## src/rtl/cpu_pkg.sv

```systemverilog
// Shared types and defaults for the instruction fetch front end.
package cpu_pkg;

   localparam logic [31:0] RESET_PC_DEFAULT = 32'h0000_0000;
   localparam int          Q_DEPTH_DEFAULT  = 2;

   // IDLE may issue, WAIT has one request in flight, DROP discards the in-flight response.
   typedef enum logic [1:0] {
      IDLE = 2'd0,
      WAIT = 2'd1,
      DROP = 2'd2
   } fetch_state_t;

   // One queue entry: fetch address in the upper half, instruction word in the lower half.
   typedef struct packed {
      logic [31:0] pc;
      logic [31:0] instr;
   } fetch_entry_t;

endpackage

```

## src/rtl/fetch_queue.sv

```systemverilog
// Small synchronous FIFO of fetched instructions; DEPTH must be a power of two.
// The head entry comes straight from storage registers, so the outputs never
// see the incoming push data combinationally.
module fetch_queue
   import cpu_pkg::*;
#(
   parameter int DEPTH = Q_DEPTH_DEFAULT,
   parameter int PTR_W = $clog2(DEPTH)
) (
   input  logic               clk,
   input  logic               rst_n,
   input  logic               push,
   input  fetch_entry_t       push_data,
   input  logic               pop,
   input  logic               flush,
   output fetch_entry_t       head,
   output logic [PTR_W:0]     count,
   output logic               full,
   output logic               empty
);

   fetch_entry_t     slots [DEPTH];
   logic [PTR_W-1:0] wr_ptr;
   logic [PTR_W-1:0] rd_ptr;
   logic             do_push;
   logic             do_pop;

   assign full    = (count == (PTR_W+1)'(DEPTH));
   assign empty   = (count == '0);
   assign do_pop  = pop && !empty;
   assign do_push = push && (!full || do_pop);
   assign head    = slots[rd_ptr];

   // Storage, pointers and occupancy; flush discards everything in one cycle.
   always_ff @(posedge clk or negedge rst_n) begin
      if (!rst_n) begin
         wr_ptr <= '0;
         rd_ptr <= '0;
         count  <= '0;
         for (int i = 0; i < DEPTH; i++) begin
            slots[i] <= '0;
         end
      end else if (flush) begin
         wr_ptr <= '0;
         rd_ptr <= '0;
         count  <= '0;
      end else begin
         if (do_push) begin
            slots[wr_ptr] <= push_data;
            wr_ptr        <= wr_ptr + PTR_W'(1);
         end
         if (do_pop) begin
            rd_ptr <= rd_ptr + PTR_W'(1);
         end
         unique case ({do_push, do_pop})
            2'b10:   count <= count + (PTR_W+1)'(1);
            2'b01:   count <= count - (PTR_W+1)'(1);
            default: count <= count;
         endcase
      end
   end

endmodule

```

## src/rtl/fetch_unit.sv

```systemverilog
// Instruction fetch unit: one outstanding memory request at a time, responses
// queued in order for decode, and redirects that flush and retarget fetch.
//
// Handshakes: the memory accepts a request in every cycle imem_req is high,
// and returns exactly one imem_rvalid pulse per request, one or more cycles
// later. On the decode side an instruction moves when instr_valid and
// instr_ready are both high at a rising edge; instr_valid never depends on
// instr_ready, and a redirect in the same cycle cancels the move.
module fetch_unit
   import cpu_pkg::*;
#(
   parameter logic [31:0] RESET_PC = RESET_PC_DEFAULT,
   parameter int          Q_DEPTH  = Q_DEPTH_DEFAULT
) (
   input  logic         clk,
   input  logic         rst_n,
   output logic         imem_req,
   output logic [31:0]  imem_addr,
   input  logic         imem_rvalid,
   input  logic [31:0]  imem_rdata,
   output logic         instr_valid,
   output logic [31:0]  instr,
   output logic [31:0]  instr_pc,
   input  logic         instr_ready,
   input  logic         redirect,
   input  logic [31:0]  redirect_pc,
   output fetch_state_t dbg_state
);

   localparam int PTR_W = $clog2(Q_DEPTH);

   fetch_state_t   state;
   fetch_state_t   state_nxt;
   logic [31:0]    fetch_pc;
   logic [31:0]    fetch_pc_nxt;
   logic [31:0]    target_pc;
   logic           push;
   logic           pop;
   logic           can_fetch;
   fetch_entry_t   q_head;
   logic [PTR_W:0] q_count;
   logic           q_full;
   logic           q_empty;

   // Low address bits of a jump target are meaningless for word fetches.
   assign target_pc   = redirect_pc & 32'hFFFF_FFFC;
   assign can_fetch   = (q_count < (PTR_W+1)'(Q_DEPTH));
   assign pop         = !q_empty && instr_ready && !redirect;
   assign imem_addr   = fetch_pc;
   assign instr_valid = !q_empty;
   assign instr       = q_head.instr;
   assign instr_pc    = q_head.pc;
   assign dbg_state   = state;

   // FSM state and fetch address registers.
   always_ff @(posedge clk or negedge rst_n) begin
      if (!rst_n) begin
         state    <= IDLE;
         fetch_pc <= RESET_PC;
      end else begin
         state    <= state_nxt;
         fetch_pc <= fetch_pc_nxt;
      end
   end

   // Next state, next fetch address, request issue and queue push.
   always_comb begin
      state_nxt    = state;
      fetch_pc_nxt = fetch_pc;
      imem_req     = 1'b0;
      push         = 1'b0;
      unique case (state)
         IDLE: begin
            // A stray response here has no owner and is ignored.
            if (redirect) begin
               fetch_pc_nxt = target_pc;
            end else if (can_fetch && rst_n) begin
               imem_req  = 1'b1;
               state_nxt = WAIT;
            end
         end
         WAIT: begin
            if (redirect) begin
               fetch_pc_nxt = target_pc;
               state_nxt    = imem_rvalid ? IDLE : DROP;
            end else if (imem_rvalid) begin
               push         = !q_full || pop;
               fetch_pc_nxt = fetch_pc + 32'd4;
               state_nxt    = IDLE;
            end
         end
         DROP: begin
            if (redirect) begin
               fetch_pc_nxt = target_pc;
            end
            if (imem_rvalid) begin
               state_nxt = IDLE;
            end
         end
         default: begin
            state_nxt = IDLE;
         end
      endcase
   end

   fetch_queue #(
      .DEPTH (Q_DEPTH)
   ) u_queue (
      .clk       (clk),
      .rst_n     (rst_n),
      .push      (push),
      .push_data ({fetch_pc, imem_rdata}),
      .pop       (pop),
      .flush     (redirect),
      .head      (q_head),
      .count     (q_count),
      .full      (q_full),
      .empty     (q_empty)
   );

endmodule

```

## config.mk

```make
export PLATFORM = sky130hd
export DESIGN_NAME = fetch_unit
export DESIGN_NICKNAME = d
export VERILOG_FILES = /design/src/rtl/cpu_pkg.sv /design/src/rtl/fetch_queue.sv /design/src/rtl/fetch_unit.sv
export SDC_FILE = /design/constraint.sdc
export NUM_CORES = 1
export LEC_CHECK = 0
export CELL_PAD_IN_SITES_DETAIL_PLACEMENT = 0
export CELL_PAD_IN_SITES_GLOBAL_PLACEMENT = 1
export CORE_UTILIZATION = 51
export DETAILED_ROUTE_END_ITERATION = 10
export DONT_BUFFER_PORTS = 1
export GPL_ROUTABILITY_DRIVEN = 0
export PLACE_DENSITY_LB_ADDON = 0.1
export SYNTH_ARGS = -nofsm -noshare
export SYNTH_HDL_FRONTEND = slang
export SYNTH_SLANG_ARGS = --single-unit
```

## constraint.sdc

```tcl
create_clock -name clk -period 2.17 [get_ports clk]
set_input_delay 0.3255 -clock clk [delete_from_list [all_inputs] [get_ports clk]]
set_output_delay 0.3255 -clock clk [all_outputs]
set_load 0.1 [all_outputs]
```

==> results_dict.tcl, run 1 <==
set metrics [dict create \
    drtPass1Iterations 4 \
    final.setup.tns_ns 0 \
    p_leak_nw 3.85 \
    core_region_area_um2 14600 \
    port_buffers 0 \
    track_usage_pct 23.2 \
    rsz0062_at_grt "no" \
    required_ns 1.84 \
    slew_viol_final 0 \
    ys_seq_elements 160 \
    synth.most_common_cell "mux2_2" \
    core.rowCount 44 \
    io_pins 169 \
    status "complete, but fails checks" \
    syn2layout_area_growth_pct 15.5 \
    ys_warn_count 0 \
    timing.hold.ws_ns -0.406 \
    vias 4971 \
    finish.instance_area_um2 8830 \
    die_height_um 124 \
    wirelength_um 17000 \
    die-area_um2 15500 \
    ctsResizeCount 0 \
    p_per_area_nw_per_um2 1470 \
    ctsHtreeMaxLevel 4 \
    cp-start-kind "register" \
    synthTopCellsByArea "dfrtp_1, mux2_2, a21oi_1, nand2_1, nor2_1" \
    arrival_ns 1.73 \
    cts_tree "yes" \
    synth-edff-count 0 \
    grt_pass1_vias 5282 \
    fmax_mhz 486 \
    cts_made_buffers 17 \
    hpwl_um 11400 \
    first_iter_violations 225 \
    placed_area_um2 8220 \
    post-route-period-util_pct 94.9 \
    violations "hold timing" \
    grt_max_degree 162 \
    cts.sinks 160 \
    hold_violations 160 \
    critPathMaxFanout 6 \
    vias_per_cell 5.92 \
    worst_hold_path_type "primary input to asynchronous set/reset pin" \
    syn_avg_cell_area_um2 12.6 \
    fin_skew_ns 0.00956 \
    async_flop_share_pct 100 \
    synth_area_um2 7640 \
    drive_gt1_share_pct 46.6 \
    clkLatencyLatePin_ns 0.43 \
    nFillCells 1185 \
    post-route-drc-count 0 \
    synth_common_cells "mux2_2, dfrtp_1, nand2_1" \
    synth_seq_area_share_pct 52.4 \
    synth.top_cell.area_share_pct 52.4 \
    synth_cell_types 52 \
    clk_pin_slew_worst_paths_ns 0.06 \
    diodes 0 \
    worst_setup_path_end_kind "output port" \
    tightest_slew_ns 0.663 \
    synth_top_cell_by_area "dfrtp_1" \
    worst-setup-path-type "register to output port" \
    cts_setup_buffers 0 \
    clockBufferDepth 2 \
    synth_cells 607 \
    wl_per_cell_um 20.3 \
    power_w 0.0130 \
    clockRootBuffer "clkbuf_16" \
    rrSetupSlack_ns 0.15 \
    setup_violations 0 \
    drtAntennaViolNets 0 \
    irDropWorstVdd_uv 693 \
    drv_cap 0 \
    ctsHoldBuffers 2 \
    antenna_found_initial 0 \
    grt_pass1_wl_um 28400 \
    synth_flop_cell "dfrtp_1" \
    nets 713 \
    min_period_ns 2.06 \
    start_util_pct 52.4 \
    max-slew-margin-rel_pct 55.5 \
    fp.dieW_um 124 \
    grt_remaining_overflow 0 \
]
==> stage by stage <==
stage	util, %	hold WS, ns	instances	worst slack, ns
2_1_floorplan	-	0.0299	610	0.0238
3_3_place_gp	56.4	0.0332	806	0.262
3_5_place_dp	56.4	0.0332	806	0.148
4_1_cts	60.5	-0.426	840	0.0794
5_1_grt	60.5	-0.436	840	0.0142
6_report	60.5	-0.406	840	0.111
==> layout make-up <==
class	instances	area (um2)	share of cell area, %
clock buffers	23	478	5.41
clock inverters	9	108	1.22
inverters	1	3.75	0.0425
multi-input cells	406	3440	39.0
flip-flops and latches	160	4040	45.7
well taps	184	230	2.61
repair buffers	57	533	6.04
==> cells by family after synthesis <==
family,count (synthesis),share of synthesized area [%]
muxes,188,27.7
DFF,160,52.4
and+or+nand+nor,119,8.50
AOI/OAI and AO/OA,92,8.07
buffers and inverters,44,2.90
xor gates and xnor gates,2,0.229
adders and majority gates,1,0.164
other,1,0.0491
==> cells in the final DEF, fill, tap and decap left out, types with 3 or more instances in the layout <==
cell,count
buf_12,8
mux2_1,5
dfrtp_1,137
a211oi_1,3
nand3_1,10
o22a_1,6
dfrtp_2,22
conb_1,4
a21oi_1,28
buf_4,47
and2_1,5
nor2_1,29
nand4_1,11
o22ai_1,6
o21ai_0,18
clkbuf_16,17
clkbuf_1,3
a31oi_1,5
mux2_2,181
and3_1,5
clkbuf_8,3
nand2_1,31
nor3_1,4
nand2b_1,4
and4_1,3
nor4_1,3
clkinv_2,3
a2bb2oi_1,10
==> critical path: stages, from the launching register on <==
cell and delay, ns:
dfrtp_2 0.40, buf_4 0.25, nor4_1 0.23, and2_1 0.23, buf_12 0.19
==> final timing paths <==
check                                       start                end  cells after the start
min in group clk                   imem_rdata[22]  u_queue.slots[22]                      1
worst max register to register       imem_addr[3]      imem_addr[26]                      6
max in group asynchronous                   rst_n      imem_addr[22]                      0
worst min-delay path                        rst_n  u_queue.slots[23]                      0
worst min register to register  u_queue.slots[62]  u_queue.slots[62]                      2
worst max-delay path                 dbg_state[1]           imem_req                      4
==> per-layer routing <==
metal	track usage, %	share of wire, %	vias up
li1	-	-	2277
met1	28.0	42	2547
met2	38.8	50	133
met3	8.25	7.2	14
met4	7.02	1.1	0
met5	0	0	-
==> flip-flops by register name (all words and copies together), names as in the netlist <==
register,count
u_queue.slots,124
imem_addr,30
dbg_state,2
u_queue.count,2
u_queue.rd_ptr,1
u_queue.wr_ptr,1
==> where the power goes <==
part	switching, W	internal [W]
Clock	0.00117	0.00178
Sequential	0.000325	0.00365
Combinational	0.00490	0.00115
Total	0.00640	0.00658
Power figures use the tool's default switching activity.
==> inputs of run 2 (changes only) <==
- ABC_AREA: default -> 1
- CORE_UTILIZATION: 51 -> 46
==> results_dict.tcl, run 2 <==
set metrics [dict create \
    arrival_ns 1.71 \
    fmax_mhz 492 \
    slew_viol_final 0 \
    port_buffers 0 \
    hpwl_um 14200 \
    synthTopCellsByArea "dfrtp_1, nand2_1, o21ai_0, nor2_1, o21ai_1" \
    min_period_ns 2.03 \
    antenna_found_initial 0 \
    core_region_area_um2 16800 \
    placed_area_um2 9760 \
    p_per_area_nw_per_um2 1470 \
    nets 1247 \
    worst_setup_path_end_kind "output port" \
    async_flop_share_pct 100 \
    violations "hold timing" \
    synth_seq_area_share_pct 49.8 \
    cts_tree "yes" \
    first_iter_violations 336 \
    ctsHtreeMaxLevel 4 \
    grt_max_degree 162 \
    setup_violations 0 \
    cts_made_buffers 17 \
    postLayoutCoreUtil_pct 61.7 \
    tightest_slew_ns 0.699 \
    vias 7058 \
    drtAntennaViolNets 0 \
    clkLatencyLatePin_ns 0.41 \
    critPathMaxFanout 29 \
    p_leak_nw 5.18 \
    required_ns 1.84 \
    synth_top_cell_by_area "dfrtp_1" \
    intPower_w 0.00797 \
    rrSetupSlack_ns 0.40 \
    worst_slack_ns 0.136 \
    wirelength_um 20100 \
    clockRootBuffer "clkbuf_16" \
    grt_pass1_vias 6612 \
    ys_warn_count 0 \
    track_usage_pct 23.7 \
    power_w 0.0152 \
    die-area_um2 18000 \
    combPwrFrac_pct 52.9 \
    drv_cap 0 \
    synth_common_cells "nand2_1, dfrtp_1, nor2_1" \
    drive_gt1_share_pct 14.2 \
    synth.top_cell.area_share_pct 49.8 \
    final_cell_mix "nand2_1, dfrtp_1, nor2_1" \
    io_pins 169 \
    wl_per_cell_um 14.3 \
    cts.sinks 160 \
    worst-setup-path-type "register to output port" \
    pwr-share-clk_pct 20.1 \
    status "complete, but fails checks" \
    fin_skew_ns 0.00599 \
    final_common_cell "nand2_1" \
    sw_frac_of_total_pct 47.6 \
    timing.rr.start "u_queue.count[1]" \
    synth_area_um2 8040 \
    rsz0062_at_grt "no" \
    die_height_um 134 \
    syn2layout_area_growth_pct 29.1 \
    core.rowCount 47 \
    cts_setup_buffers 0 \
    clockBufferDepth 2 \
    worst_hold_path_type "primary input to asynchronous set/reset pin" \
    finish.instance_area_um2 10400 \
    synth_flop_cell "dfrtp_1" \
    vias_per_cell 5.01 \
    p_sw_w 0.00723 \
    start_util_pct 47.8 \
    power.share.sequential_pct 27.0 \
    ys_seq_elements 160 \
    fp.dieW_um 134 \
    synth.most_common_cell "nand2_1" \
    ff2ff_path_depth 7 \
    ctsHoldBuffers 1 \
    post-route-drc-count 0 \
    top_register "u_queue.slots" \
    clk_pin_slew_worst_paths_ns 0.06 \
    max-slew-margin-rel_pct 53.4 \
    grt_pass1_wl_um 33200 \
    diodes 0 \
    synth_cells 1094 \
    cp-start-kind "register" \
    hold_violations 160 \
    drtPass1Iterations 5 \
    irDropWorstVdd_uv 741 \
    synth_cell_types 33 \
    synth-edff-count 0 \
    syn_avg_cell_area_um2 7.34 \
    reg2reg_to "u_queue.slots[1]" \
    post-route-period-util_pct 93.8 \
    largest_reg_flops 124 \
    timing.hold.ws_ns -0.398 \
    dp_slack_ns 0.412 \
    grt_remaining_overflow 0 \
]
run 2: layout make-up:
type / instances / area (um2)
clock inverter: 13 / 161
sequential: 160 / 4010
clock buffer: 19 / 443
fill: 1558 / 6450
timing repair buffer: 115 / 1770
multi-input combinational: 796 / 3390
inverter: 87 / 328
tap: 220 / 275
run 2: through the flow:
step,instances,setup TNS (ns)
2_1_floorplan,1097,-0.0152
3_3_place_gp,1377,0
3_5_place_dp,1377,0
4_1_cts,1410,0
5_1_grt,1410,0
6_report,1410,0
run 2: cell families (layout without fill, tap and decap cells):
logic type               Yosys count  in the layout  synth area share, %
other                              1              4               0.0467
AND/OR/NAND/NOR                  623            623                 30.7
buffers and inverters            141            234                 8.14
XOR/XNOR                           3              3                0.327
AO/OA/AOI/OAI                    165            165                 10.8
adder cells (fa/ha/maj)            1              1                0.156
flip-flops                       160            160                 49.8
run 2: how the worst max path moves through the flow:
| stage | startpoint | cells past startpoint | slack (ns) | end |
|---|---|---|---|---|
| finish | u_queue.rd_ptr | 5 | 0.14 | instr[15] |
| global route | u_queue.rd_ptr | 5 | 0.03 | instr[17] |
| CTS | u_queue.rd_ptr | 5 | 0.02 | instr[15] |
| detailed placement | imem_addr[4] | 10 | 0.41 | imem_addr[16] |
| global placement | imem_addr[2] | 11 | 0.43 | imem_addr[26] |
| floorplan | dbg_state[0] | 3 | -0.02 | imem_req |
run 2: layer usage:
| metal | GRT usage (%) | routed length (um) | part of all wire, % | vias to the layer above |
|---|---|---|---|---|
| met4 | 6.30 | 292 | 1.5 | 0 |
| met1 | 31.9 | 9200 | 46 | 3301 |
| li1 | - | - | - | 3579 |
| met2 | 38.8 | 9770 | 49 | 160 |
| met5 | 0 | 0 | 0 | - |
| met3 | 4.88 | 852 | 4.2 | 18 |
run 2: critical path, cell delays in order, from the launching register on:
cell      delay, ns
dfrtp_2        0.39
clkinv_2       0.27
buf_12         0.27
nand2_1        0.07
nand2_1        0.10
buf_12         0.19
run 2: power groups by stage:
stage	registers (W)	clock network, W	logic [W]
after global placement	0.00412	0	0.00803
after detailed placement	0.00414	0	0.00809
after CTS	0.00409	0.00311	0.00810
after global routing	0.00419	0.00324	0.00839
final	0.00410	0.00306	0.00804
after floorplan	0.00477	0	0.00471
run 2: what timing repair did:
action,4_1_cts,5_1_grt
gates resized for setup,0,1
endpoints found under the setup margin,0,16
endpoints found under the hold margin,161,160
==> inputs of run 3 (changes only) <==
- CAP_MARGIN: default -> 20
- CORE_UTILIZATION: 46 -> 41
- clock period: 2.17 -> 1.8 ns (I/O delays scaled with it)
==> results_dict.tcl, run 3 (same netlist as run 2, synthesis figures left out) <==
set metrics [dict create \
    status "complete, but fails checks" \
    violations "hold timing, setup timing" \
    sw_frac_of_total_pct 47.5 \
    post-route-drc-count 0 \
    core.rowCount 50 \
    ff2ff_path_depth 9 \
    largest_reg_flops 124 \
    slowest_stage "dfrtp_2" \
    intPower_w 0.0100 \
    max_stage_delay_ns 0.44 \
    grt_remaining_overflow 0 \
    placed_area_um2 10000 \
    grt_max_degree 162 \
    drtAntennaViolNets 0 \
    syn2layout_area_growth_pct 45.0 \
    reg2reg_to "u_queue.slots[63]" \
    setup_violations 44 \
    diodes 0 \
    grt_pass1_vias 6817 \
    worst_setup_path_end_kind "output port" \
    p_leak_nw 5.51 \
    top_register "u_queue.slots" \
    clkLatencyLatePin_ns 0.42 \
    wl_per_cell_um 15.3 \
    die-area_um2 20200 \
    required_ns 1.53 \
    crit_path_cell_trace "inv_4 -> buf_12 -> clkbuf_16 -> nand2_2 -> nand2_2 -> buf_12" \
    worst_slack_ns -0.0409 \
    first_iter_violations 306 \
    arrival_ns 1.57 \
    cts_made_buffers 17 \
    nets 1297 \
    cts_tree "yes" \
    final_common_cell "nand2_1" \
    p_sw_w 0.00906 \
    hold_violations 160 \
    power.share.sequential_pct 26.8 \
    timing.rr.start "dbg_state[1]" \
    slew_viol_final 0 \
    min_period_ns 1.84 \
    vias 7244 \
    irDropWorstVdd_uv 752 \
    power_w 0.0191 \
    final_cells 1499 \
    p_per_area_nw_per_um2 1640 \
    rsz0062_at_grt "yes" \
    ctsHtreeMaxLevel 4 \
    pwr-share-clk_pct 18.7 \
    timing.hold.ws_ns -0.459 \
    io_pins 169 \
    worst_hold_path_type "primary input to asynchronous set/reset pin" \
    vias_per_cell 4.83 \
    fin_skew_ns 0.0126 \
    rrSetupSlack_ns 0.16 \
    cp-start-kind "register" \
    core_region_area_um2 19000 \
    postLayoutCoreUtil_pct 61.5 \
    port_buffers 0 \
    fp.dieW_um 142 \
    post-place-cells 1421 \
    finish.instance_area_um2 11700 \
    fmax_mhz 543 \
    grt_pass1_wl_um 36000 \
    start_util_pct 42.4 \
    track_usage_pct 23.4 \
    combPwrFrac_pct 54.6 \
    clockBufferDepth 2 \
    antenna_found_initial 0 \
    post-route-period-util_pct 102 \
    critPathMaxFanout 5 \
    hpwl_um 14700 \
    wirelength_um 22900 \
    clockRootBuffer "clkbuf_16" \
    ctsHoldBuffers 25 \
    drtPass1Iterations 4 \
    drv_cap 0 \
    clk_pin_slew_worst_paths_ns 0.07 \
    die_height_um 142 \
    final_cell_mix "nand2_1, dfrtp_1, nor2_1" \
    final.setup.tns_ns -0.787 \
    drive_gt1_share_pct 27.3 \
    worst-setup-path-type "register to output port" \
    cts.sinks 160 \
]
[run 3: final cells by class]
type                       count  area [um2]
clock buffer                  21         470
timing repair buffer         164        2420
clock inverter                10         111
tap                          260         325
fill                        1704        7300
sequential                   160        4050
inverter                      87         332
multi-input combinational    797        3950
[run 3: stage by stage]
step / setup slack, ns / hold slack (ns)
after floorplan: 0.00478 / -0.0256
after global placement: 0.188 / -0.0209
after detailed placement: 0.172 / -0.0207
after CTS: -0.0599 / -0.482
after global routing: -0.107 / -0.488
final: -0.0409 / -0.459
[run 3: worst max path at each step]
| stage | from | end | slack, ns | cells past startpoint |
|---|---|---|---|---|
| final | u_queue.rd_ptr | instr[11] | -0.04 | 6 |
| after global routing | u_queue.rd_ptr | instr[11] | -0.11 | 6 |
| after CTS | u_queue.rd_ptr | instr_pc[16] | -0.06 | 4 |
| after detailed placement | imem_addr[2] | imem_addr[26] | 0.17 | 10 |
| after global placement | imem_addr[2] | imem_addr[30] | 0.19 | 10 |
| after floorplan | imem_addr[27] | imem_addr[31] | 0.005 | 9 |
[run 3: power groups by stage]
stage / clock network, W / registers [W] / logic, W
2_1_floorplan: 0 / 0.00578 / 0.00587
3_3_place_gp: 0 / 0.00500 / 0.00990
3_5_place_dp: 0 / 0.00501 / 0.00996
4_1_cts: 0.00367 / 0.00502 / 0.0103
5_1_grt: 0.00380 / 0.00523 / 0.0109
6_report: 0.00356 / 0.00511 / 0.0104
[run 3: worst max-delay path: cells and delay by family (launching register included)]
| kind | cells | cell delay [ns] |
|---|---|---|
| and+or+nand+nor | 2 | 0.13 |
| buffers and inverters | 4 | 0.57 |
| DFF | 1 | 0.44 |
[run 3: metal layers]
metal	global-route usage [%]	vias up	part of all wire [%]
li1	-	3693	-
met1	31.1	3345	45
met2	37.7	183	48
met3	5.18	23	4.7
met4	7.87	0	2.0
met5	0	-	0
[run 3: timing repair]
action                     CTS  global route
gates cloned                 5             4
hold endpoints to repair   194           160
pin swaps                   13            40
buffers inserted             8             5
setup endpoints to repair   55            68
resized for setup           66            59
